[config.mk]
export PLATFORM = sky130hd
export DESIGN_NAME = rptr_empty_fwft
export DESIGN_NICKNAME = d
export VERILOG_FILES = /design/src/rtl/rptr_empty_fwft.sv
export SDC_FILE = /design/constraint.sdc
export NUM_CORES = 1
export LEC_CHECK = 0
export CORE_ASPECT_RATIO = 1.75
export CORE_MARGIN = 3
export CORE_UTILIZATION = 55
export CTS_CLUSTER_SIZE = 40
export DETAILED_ROUTE_END_ITERATION = 12
export DONT_BUFFER_PORTS = 1
export PLACE_DENSITY = 0.78
export SYNTH_ARGS = -nofsm -noshare
export SYNTH_HDL_FRONTEND = slang
export SYNTH_SLANG_ARGS = --single-unit
[constraint.sdc]
create_clock -name rclk -period 4.1 [get_ports rclk]
set_input_delay 0.205 -clock rclk [delete_from_list [all_inputs] [get_ports rclk]]
set_output_delay 0.205 -clock rclk [all_outputs]
set_load 0.005 [all_outputs]
[src/rtl/rptr_empty_fwft.sv]
// rtl/rptr_empty_fwft.sv - async FIFO read pointer, empty flag and FWFT output register
// Optional macro RPTR_CHECK_EN enables the sticky pointer-consistency error rerr.
module rptr_empty_fwft #(
  parameter int ASIZE     = 4,
  parameter int DSIZE     = 8,
  parameter int AE_THRESH = 2
) (
  input  logic             rclk,
  input  logic             rrst_n,
  input  logic [ASIZE:0]   rq2_wptr,
  input  logic [DSIZE-1:0] rdata_mem,
  output logic [ASIZE-1:0] raddr,
  output logic [ASIZE:0]   rptr,
  output logic             rempty,
  output logic             rvalid,
  input  logic             rready,
  output logic [DSIZE-1:0] rdata,
  output logic [ASIZE:0]   rlevel,
  output logic             ralmost_empty,
  output logic             rerr
);

  localparam logic [ASIZE:0] AE_LIM    = AE_THRESH[ASIZE:0];
  localparam logic [ASIZE:0] DEPTH_LIM = {1'b1, {ASIZE{1'b0}}};

  logic [ASIZE:0]   rbin_q, rbin_d;
  logic [ASIZE:0]   rptr_q, rptr_d;
  logic             rempty_q, rempty_d;
  logic             rvalid_q, rvalid_d;
  logic [DSIZE-1:0] rdata_q, rdata_d;
  logic [ASIZE:0]   rlevel_q, rlevel_d;
  logic             rae_q, rae_d;
  logic [ASIZE:0]   wbin;
  logic             rinc;

  // Gray-to-binary of the synchronized write pointer: XOR prefix from the MSB.
  always_comb begin
    wbin = '0;
    wbin[ASIZE] = rq2_wptr[ASIZE];
    for (int i = ASIZE - 1; i >= 0; i--) begin
      wbin[i] = wbin[i+1] ^ rq2_wptr[i];
    end
  end

  always_comb begin
    rinc     = !rempty_q && (!rvalid_q || rready);
    rbin_d   = rbin_q + {{ASIZE{1'b0}}, rinc};
    rptr_d   = (rbin_d >> 1) ^ rbin_d;
    rempty_d = (rptr_d == rq2_wptr);
    rlevel_d = wbin - rbin_d;
    rae_d    = (rlevel_d <= AE_LIM);
    rvalid_d = rvalid_q;
    rdata_d  = rdata_q;
    if (rinc) begin
      rvalid_d = 1'b1;
      rdata_d  = rdata_mem;
    end else if (rvalid_q && rready) begin
      rvalid_d = 1'b0;
    end
  end

  always_ff @(posedge rclk or negedge rrst_n) begin
    if (!rrst_n) begin
      rbin_q   <= '0;
      rptr_q   <= '0;
      rempty_q <= 1'b1;
      rvalid_q <= 1'b0;
      rdata_q  <= '0;
      rlevel_q <= '0;
      rae_q    <= 1'b1;
    end else begin
      rbin_q   <= rbin_d;
      rptr_q   <= rptr_d;
      rempty_q <= rempty_d;
      rvalid_q <= rvalid_d;
      rdata_q  <= rdata_d;
      rlevel_q <= rlevel_d;
      rae_q    <= rae_d;
    end
  end

  assign raddr         = rbin_q[ASIZE-1:0];
  assign rptr          = rptr_q;
  assign rempty        = rempty_q;
  assign rvalid        = rvalid_q;
  assign rdata         = rdata_q;
  assign rlevel        = rlevel_q;
  assign ralmost_empty = rae_q;

`ifdef RPTR_CHECK_EN
  logic             hold_q;
  logic [DSIZE-1:0] held_q;
  logic             rerr_q, rerr_d;

  // held_q captures the word that was being held back, compared one edge later.
  always_comb begin
    rerr_d = rerr_q;
    if (rlevel_d > DEPTH_LIM) rerr_d = 1'b1;
    if (hold_q && (held_q != rdata_q)) rerr_d = 1'b1;
  end

  always_ff @(posedge rclk or negedge rrst_n) begin
    if (!rrst_n) begin
      hold_q <= 1'b0;
      held_q <= '0;
      rerr_q <= 1'b0;
    end else begin
      hold_q <= rvalid_q && !rready;
      held_q <= rdata_q;
      rerr_q <= rerr_d;
    end
  end

  assign rerr = rerr_q;
`else
  assign rerr = 1'b0;
`endif

endmodule
==> results of run 1 <==
==> power groups by stage <==
| stage | logic [mW] | clock network (mW) | registers (mW) |
|---|---|---|---|
| 2_1_floorplan | 0.633 | 0 | 0.459 |
| 3_3_place_gp | 0.756 | 0 | 0.483 |
| 3_5_place_dp | 0.782 | 0 | 0.487 |
| 4_1_cts | 0.793 | 0.110 | 0.481 |
| 5_1_grt | 0.876 | 0.125 | 0.493 |
| 6_report | 0.786 | 0.108 | 0.475 |
==> final timing paths <==
path                                   start            end  slack, ns  cells past startpoint
max in group asynchronous             rrst_n       rdata[3]       2.92                      1
worst min register to register        rempty         rvalid       0.50                      1
worst min-delay path            rdata_mem[0]       rdata[0]       0.03                      1
min in group asynchronous             rrst_n       rdata[0]       0.52                      1
worst max-delay path                  rempty  ralmost_empty       0.87                     11
worst max register to register        rempty  ralmost_empty       0.87                     11
==> logic make-up (layout without fill, tap and decap cells) <==
group | after synthesis | after routing | synth area share [%]
DFF | 25 | 25 | 47.8
xor gates and xnor gates | 22 | 22 | 18.7
and+or+nand+nor | 19 | 19 | 9.81
AOI/OAI and AO/OA | 13 | 13 | 6.29
muxes | 9 | 9 | 7.62
buffers and inverters | 9 | 16 | 2.86
adders and majority gates | 7 | 7 | 6.67
other | 1 | 1 | 0.285
==> worst register-to-register path, cell delays in order (launching register included) <==
cell and delay [ns]:
sky130_fd_sc_hd__dfstp_2 0.57, sky130_fd_sc_hd__a21oi_1 0.04, sky130_fd_sc_hd__buf_4 0.18, sky130_fd_sc_hd__ha_1 0.23
sky130_fd_sc_hd__and3_1 0.21, sky130_fd_sc_hd__xnor2_1 0.29, sky130_fd_sc_hd__ha_1 0.34, sky130_fd_sc_hd__or2b_1 0.23
sky130_fd_sc_hd__nor3b_1 0.06, sky130_fd_sc_hd__o21ai_0 0.15, sky130_fd_sc_hd__or4b_4 0.48, sky130_fd_sc_hd__a2111oi_2 0.34
==> cell type report <==
| cell class | instances | area [µm²] | share of cell area (%) |
|---|---|---|---|
| Multi-Input combinational cell | 71 | 648 | 46.3 |
| Timing Repair Buffer | 4 | 35.0 | 2.50 |
| Clock buffer | 3 | 22.5 | 1.61 |
| Tap cell | 24 | 30.0 | 2.14 |
| Clock inverter | 1 | 7.51 | 0.536 |
| Inverter | 8 | 30.0 | 2.14 |
| Sequential cell | 25 | 628 | 44.8 |
==> registers in the layout, summed over array words and instances, names as in the netlist <==
| register | cells |
|---|---|
| ralmost_empty | 1 |
| rbin_q | 5 |
| rptr | 4 |
| rempty | 1 |
| rlevel | 5 |
| rvalid | 1 |
| rdata | 8 |
==> cell usage after synthesis (2+ instances only) <==
cell	instances	area, µm²
sky130_fd_sc_hd__or2b_1	2	15.0
sky130_fd_sc_hd__nand2b_1	2	12.5
sky130_fd_sc_hd__dfstp_2	2	52.6
sky130_fd_sc_hd__nand3_1	3	15.0
sky130_fd_sc_hd__o21ai_0	5	25.0
sky130_fd_sc_hd__xnor2_1	14	123
sky130_fd_sc_hd__a21oi_1	3	15.0
sky130_fd_sc_hd__nor3b_1	2	15.0
sky130_fd_sc_hd__dfrtp_1	23	576
sky130_fd_sc_hd__nor2_1	2	7.51
sky130_fd_sc_hd__xor2_1	5	43.8
sky130_fd_sc_hd__mux2_2	8	90.1
sky130_fd_sc_hd__ha_1	7	87.6
sky130_fd_sc_hd__inv_1	8	30.0
==> per-layer routing <==
layer  GRT usage, %  vias to the layer above  part of all wire, %
met5              0                        -                    0
met4           4.70                        0                 0.83
met3           3.05                        2                  6.2
met2           28.9                       24                   56
met1           18.3                      374                   36
li1               -                      367                    -
==> metrics by stage <==
| stage | cell area (µm²) | util (%) | setup WS [ns] | instances | hold slack (ns) |
|---|---|---|---|---|---|
| 3_3_place_gp | 1350 | 62.1 | 1.06 | 130 | -0.0901 |
| 5_1_grt | 1400 | 64.4 | 0.703 | 136 | 0.00963 |
| 6_report | 1400 | 64.4 | 0.871 | 136 | 0.0340 |
| 2_1_floorplan | 1310 | - | 0.758 | 105 | -0.0906 |
| 3_5_place_dp | 1350 | 62.1 | 0.944 | 130 | -0.0901 |
| 4_1_cts | 1400 | 64.4 | 0.902 | 136 | 0.0332 |
==> summary.md, run 1 <==
- 0.31 ns — worst-skew pair later-pin latency
- 3.43 ns — worst endpoint data arrival time
- 60.4% — Starting Density
- 10 — crit path max fanout
- 2290 µm — routed wire length
- 785 — vias in the first global route
- 78.8% — share of the clock period used by the worst path after layout
- 4 — number of iterations in the first detailed-routing pass
- 0 — number of input and output port buffers inserted
- 0.00998 ns — worst clock skew on the final layout
- 0 — number of DRC violations after detailed routing
- 1.37 mW — total power consumption of the routed design
- 540 µV — VDD IR-drop max
- reg2reg — Setup CP Type
- 19.6% — fraction of layout instances using a drive strength above 1
- 25 — register bit total from synthesis
- sky130_fd_sc_hd__ha_1 — crit-path most repeated cell
- 168 — fill cell instance count of the final layout
- 105 — instance count of the mapped netlist
- 6.67% — layout-stage area growth over the synthesis result
- 0 ns — setup TNS
- 0 — yosys warns
- 2 — cts-stage hold buffer count
- 2 — maximum number of buffers from clock root to sink
- 0 — final-report max-slew violation count
- 0 — count of flip-flops with a built-in enable after synthesis
- a21oi_1 -> buf_4 -> ha_1 -> and3_1 -> xnor2_1 -> ha_1 -> or2b_1 -> nor3b_1 -> o21ai_0 -> or4b_4 -> a2111oi_2 — cell-by-cell listing of the critical path
- flip-flop — crit end category
- 57.4% — Comb pwr share
- 3.23 ns — final critical delay including setup and external delays
- 1 — count of buffer and inverter cells on the critical path
- 26 — pin count of the biggest net entering global routing
- sky130_fd_sc_hd__dfstp_2 — library cell contributing the largest single delay on the critical path
- 977 mW/mm² — power density normalized to cell area
- 0.623 nW — static leakage power
- 0 — number of resized instances in the post-cts repair step
- sky130_fd_sc_hd__dfrtp_1 — top flip-flop cell by instance count after synthesis
- 0.00303 mm² — total die area
- 15.9% — global-route usage over all layers
- 27.8% — Worst slew margin
- 7.9% — fraction of power consumed by the clock network
- 3 — total CTS buffers
- 33 — post-synth cell types
- sky130_fd_sc_hd__clkbuf_4 — Clk Tree Root Cell
- 23 x sky130_fd_sc_hd__dfrtp_1, 14 x sky130_fd_sc_hd__xnor2_1, 8 x sky130_fd_sc_hd__inv_1, 8 x sky130_fd_sc_hd__mux2_2, 7 x sky130_fd_sc_hd__ha_1 — highest-count cells in the layout ignoring fill and taps
- 41.3% — switching share of power
- flip-flop — startpoint types
- 136 — nets@finish
- 0.00131 mm² — total standard cell area after synthesis
- built — clock tree from TritonCTS
- 0 — Setup Fix Bufs, Post-CTS
- 5.64 — Avg Vias per Cell
- 565 µW — switching pwr
- 42.9 µm — horizontal die dimension
- 0 — Antenna Diode Count
- 0 — number of antenna violations at the first check in global routing
- 4.31 ns — required time of the critical path
- 0.57 ns — delay of the slowest cell on the worst path
- 0.00217 mm² — core area
- 1840 µm — HPWL reported at the end of detailed placement
- 22 — DR iter-0 viols
- 47.8% — sequential element share of the synthesized area
- 804 µW — internal power component
- 70.7 µm — height of the die
- 0.881 — placer congestion estimate
- 128 — synthesized net count
- 3740 µm — first-pass GRT wire length
- 34.7% — Seq pwr share
- 0 — ANT nets after route
- sky130_fd_sc_hd__dfrtp_1 — commonest non-fill, non-tap cell in the layout
- complete, no violations — status
- 12.5 µm² — Avg Synthesized Cell Area
- simple AND/OR/NAND/NOR gates — kind of cell adding the most delay to the critical path
- 1.08 ns — worst-margin pin slew
- in2reg — class of the tightest hold or removal check
- no — setup repair after global routing missed its margin
- 0 — final hold vios
- 0 — # Max-Cap Violations
- 1 — Max H-tree Level
- 22 — row count
- 100% — async set-or-reset flop fraction in the synthesized netlist
- 0 — total of endpoints with negative setup slack in the final report
- 0 — remaining global-route overflow
- 767 — vias after detailed routing
- 0.14 ns — CTS clk-pin slew, worst paths
- 310 MHz — highest clock rate
- 16.8 µm — detail-routed net length per standard cell
- 42 — count of boundary I/O pins
- 25 — number of clock sinks seen by CTS
(Power assumes the default switching activity.)
==> run 2: changes to the inputs <==
- clock period: 4.1 -> 3.1 ns (I/O delays scaled with it)
==> run 2 against run 1 <==
Against the previous run: non-clock buffer count increased by 9; critical path depth down 1; register-to-register slack lost 0.67 ns; final cell count up 6.6%; utilization increased by 5.4 points; sequential share of layout area fell by 3.4 points; count of clock-buffer cells in the layout stayed put; clock skew fell by 0.0024 ns; clock power grew 34%; fmax grew 11%; largest cell class unchanged.
==> summary.md, run 2 (synthesis gave the netlist of run 1 again) <==
- 2140 µm — HPWL reported at the end of detailed placement, +16%
- sky130_fd_sc_hd__dfrtp_1 — commonest non-fill, non-tap cell in the layout
- 0 — number of DRC violations after detailed routing, unchanged
- 0.14 ns — CTS clk-pin slew, worst paths, about the same
- 0.184 ns — Post-Place Worst Slack, -0.761 ns
- reg2reg — Setup CP Type
- 787 µV — VDD IR-drop max, +46%
- 42.9 µm — horizontal die dimension, unchanged
- 0.00762 ns — worst clock skew on the final layout, -0.00235 ns
- 0.667 nW — static leakage power, +7.0%
- 15.5% — layout-stage area growth over the synthesis result
- 831 — vias after detailed routing, +8.3%
- 0 — remaining global-route overflow, unchanged
- 0 — number of input and output port buffers inserted, unchanged
- 0 — number of antenna violations at the first check in global routing, unchanged
- 145 — count of placed standard cells in the final layout, fillers left out, +6.6%
- flip-flop — startpoint types
- 1.05 ns — worst-margin pin slew, -0.0278 ns
- 628 µm² — Sequential cell area, unchanged
- 42 — count of boundary I/O pins, unchanged
- 10 — R2R cell count, -1
- in2reg — class of the tightest hold or removal check
- 0.31 ns — worst-skew pair later-pin latency, about the same
- 923 — vias in the first global route, +18%
- 0 — final-report max-slew violation count, unchanged
- rempty — sink of the worst hold path
- 3 — number of cells on the worst hold path, +2
- 1240 mW/mm² — power density normalized to cell area, +27%
- 0.00217 mm² — core area, unchanged
- 145 — nets@finish, +6.6%
- 3.13 ns — worst endpoint data arrival time, -0.30 ns
- rempty — Reg-to-Reg Start
- 29.7% — Worst slew margin, +1.9 points
- 0.00152 mm² — Post-Layout Inst Area, +8.3%
- 4 — number of iterations in the first detailed-routing pass, unchanged
- 70.7 µm — height of the die, unchanged
- 22 — row count, unchanged
- 0 — total of endpoints with negative setup slack in the final report, unchanged
- 0.857 — placer congestion estimate, -2.7%
- 23 x sky130_fd_sc_hd__dfrtp_1, 13 x sky130_fd_sc_hd__xnor2_1, 10 x sky130_fd_sc_hd__dlygate4sd3_1 — highest-count cells in the layout ignoring fill and taps
- 131 — Inst Count DP, +0.77%
- 26 — pin count of the biggest net entering global routing, unchanged
- 0.201 ns — setup slack after layout, -0.670 ns
- 4340 µm — first-pass GRT wire length, +16%
- 22.3% — fraction of layout instances using a drive strength above 1, +2.7 points
- ralmost_empty — end of the worst register-to-register path
- 3 — total CTS buffers, unchanged
- 0.20 ns — flop-to-flop setup slack, -0.67 ns
- 2760 µm — routed wire length, +21%
- 19.0% — global-route usage over all layers, +3.2 points
- 60.4% — Starting Density, unchanged
- 2 — maximum number of buffers from clock root to sink, unchanged
- 0 — final hold vios, unchanged
- 8 — max FFs per register, unchanged
- 345 MHz — highest clock rate, +11%
- 677 µm² — area of combinational cells with multiple inputs, +4.4%
- 2.90 ns — final critical delay including setup and external delays, -0.330 ns
- 5.73 — Avg Vias per Cell, +1.6%
- 20 — DR iter-0 viols, -9.1%
- 0 — ANT nets after route, unchanged
- flip-flop — crit end category
- 0.00303 mm² — total die area, unchanged
- 6 — crit path max fanout, -4
- 0 — # Max-Cap Violations, unchanged
- 1.89 mW — total power consumption of the routed design, +38%
- 25 — number of clock sinks seen by CTS, unchanged
- 0.00137 mm² — total cell area at the placement stage, +1.4%
- built — clock tree from TritonCTS
- 93.5% — share of the clock period used by the worst path after layout, +15 points
- rq2_wptr[1] — launch point of the worst hold path
- sky130_fd_sc_hd__clkbuf_4 — Clk Tree Root Cell
- 19.0 µm — detail-routed net length per standard cell, +13%
- 3.33 ns — required time of the critical path, -0.98 ns
- 157 — fill cell instance count of the final layout, -6.5%
- 1 — Max H-tree Level, unchanged
- 0 — Antenna Diode Count, unchanged
- complete, no violations — status
## run 2: cell types whose count changed in the layout (fill, tap and decap cells not counted)
cell,change
sky130_fd_sc_hd__dlygate4sd3_1,+8
sky130_fd_sc_hd__a21oi_1,-1
sky130_fd_sc_hd__a21oi_4,+1
sky130_fd_sc_hd__buf_4,+1
sky130_fd_sc_hd__ha_1,-1
sky130_fd_sc_hd__ha_2,+1
sky130_fd_sc_hd__xnor2_1,-1
sky130_fd_sc_hd__xnor2_2,+1
sky130_fd_sc_hd__xor2_1,-1
sky130_fd_sc_hd__xor2_2,+1
## run 2: what timing repair did
| item | 4_1_cts | 5_1_grt |
|---|---|---|
| setup endpoints to repair | 0 | 1 |
| gates resized for setup | 0 | 3 |
| hold endpoints to repair | 33 | 1 |
| setup buffers | 0 | 0 |
| hold buffers | 9 | 1 |
## run 2: power breakdown
group          switching, mW  internal [mW]  leakage (nW)
clock network         0.0958         0.0492        0.0139
logic                  0.545          0.548         0.366
registers              0.150          0.501         0.287
total                  0.790           1.10         0.667
## run 2: critical path, cell delays in order (launching register included)
cell and delay (ns):
sky130_fd_sc_hd__dfstp_2 0.60, sky130_fd_sc_hd__a21oi_4 0.05, sky130_fd_sc_hd__ha_2 0.21, sky130_fd_sc_hd__and3_1 0.24, sky130_fd_sc_hd__xnor2_2 0.16, sky130_fd_sc_hd__ha_1 0.37
sky130_fd_sc_hd__or2b_1 0.23, sky130_fd_sc_hd__nor3b_1 0.06, sky130_fd_sc_hd__o21ai_0 0.13, sky130_fd_sc_hd__or4b_4 0.48, sky130_fd_sc_hd__a2111oi_2 0.28
## run 2: worst max path at each step
stage	start	end	slack (ns)	cells past startpoint
after floorplan	rvalid	ralmost_empty	0.08	11
after global placement	rempty	ralmost_empty	0.32	10
after detailed placement	rvalid	ralmost_empty	0.18	10
after CTS	rvalid	ralmost_empty	0.14	10
after global routing	rvalid	ralmost_empty	-0.03	10
final	rempty	ralmost_empty	0.20	10
## run 2: final cells by class
type                    instances  area share [%]
clock buffers                   3            1.48
flip-flops and latches         25            41.4
inverters                       8            1.98
well taps                      24            1.98
repair buffers                 13            8.08
clock inverters                 1           0.495
multi-input cells              71            44.6
## run 2: metal layers
metal	GRT usage (%)	vias to the layer above	wire [µm]
met4	9.06	0	55
met5	0	-	0
met1	19.0	413	926
met2	35.6	32	1610
li1	-	382	-
met3	4.07	4	162
## run 2: per-stage QoR
step,utilization [%],setup TNS (ns),hold slack [ns]
2_1_floorplan,-,0,-0.141
3_3_place_gp,63.0,0,-0.140
3_5_place_dp,63.0,0,-0.140
4_1_cts,68.5,0,0.00186
5_1_grt,69.8,-0.0337,0.00973
6_report,69.8,0,0.0162
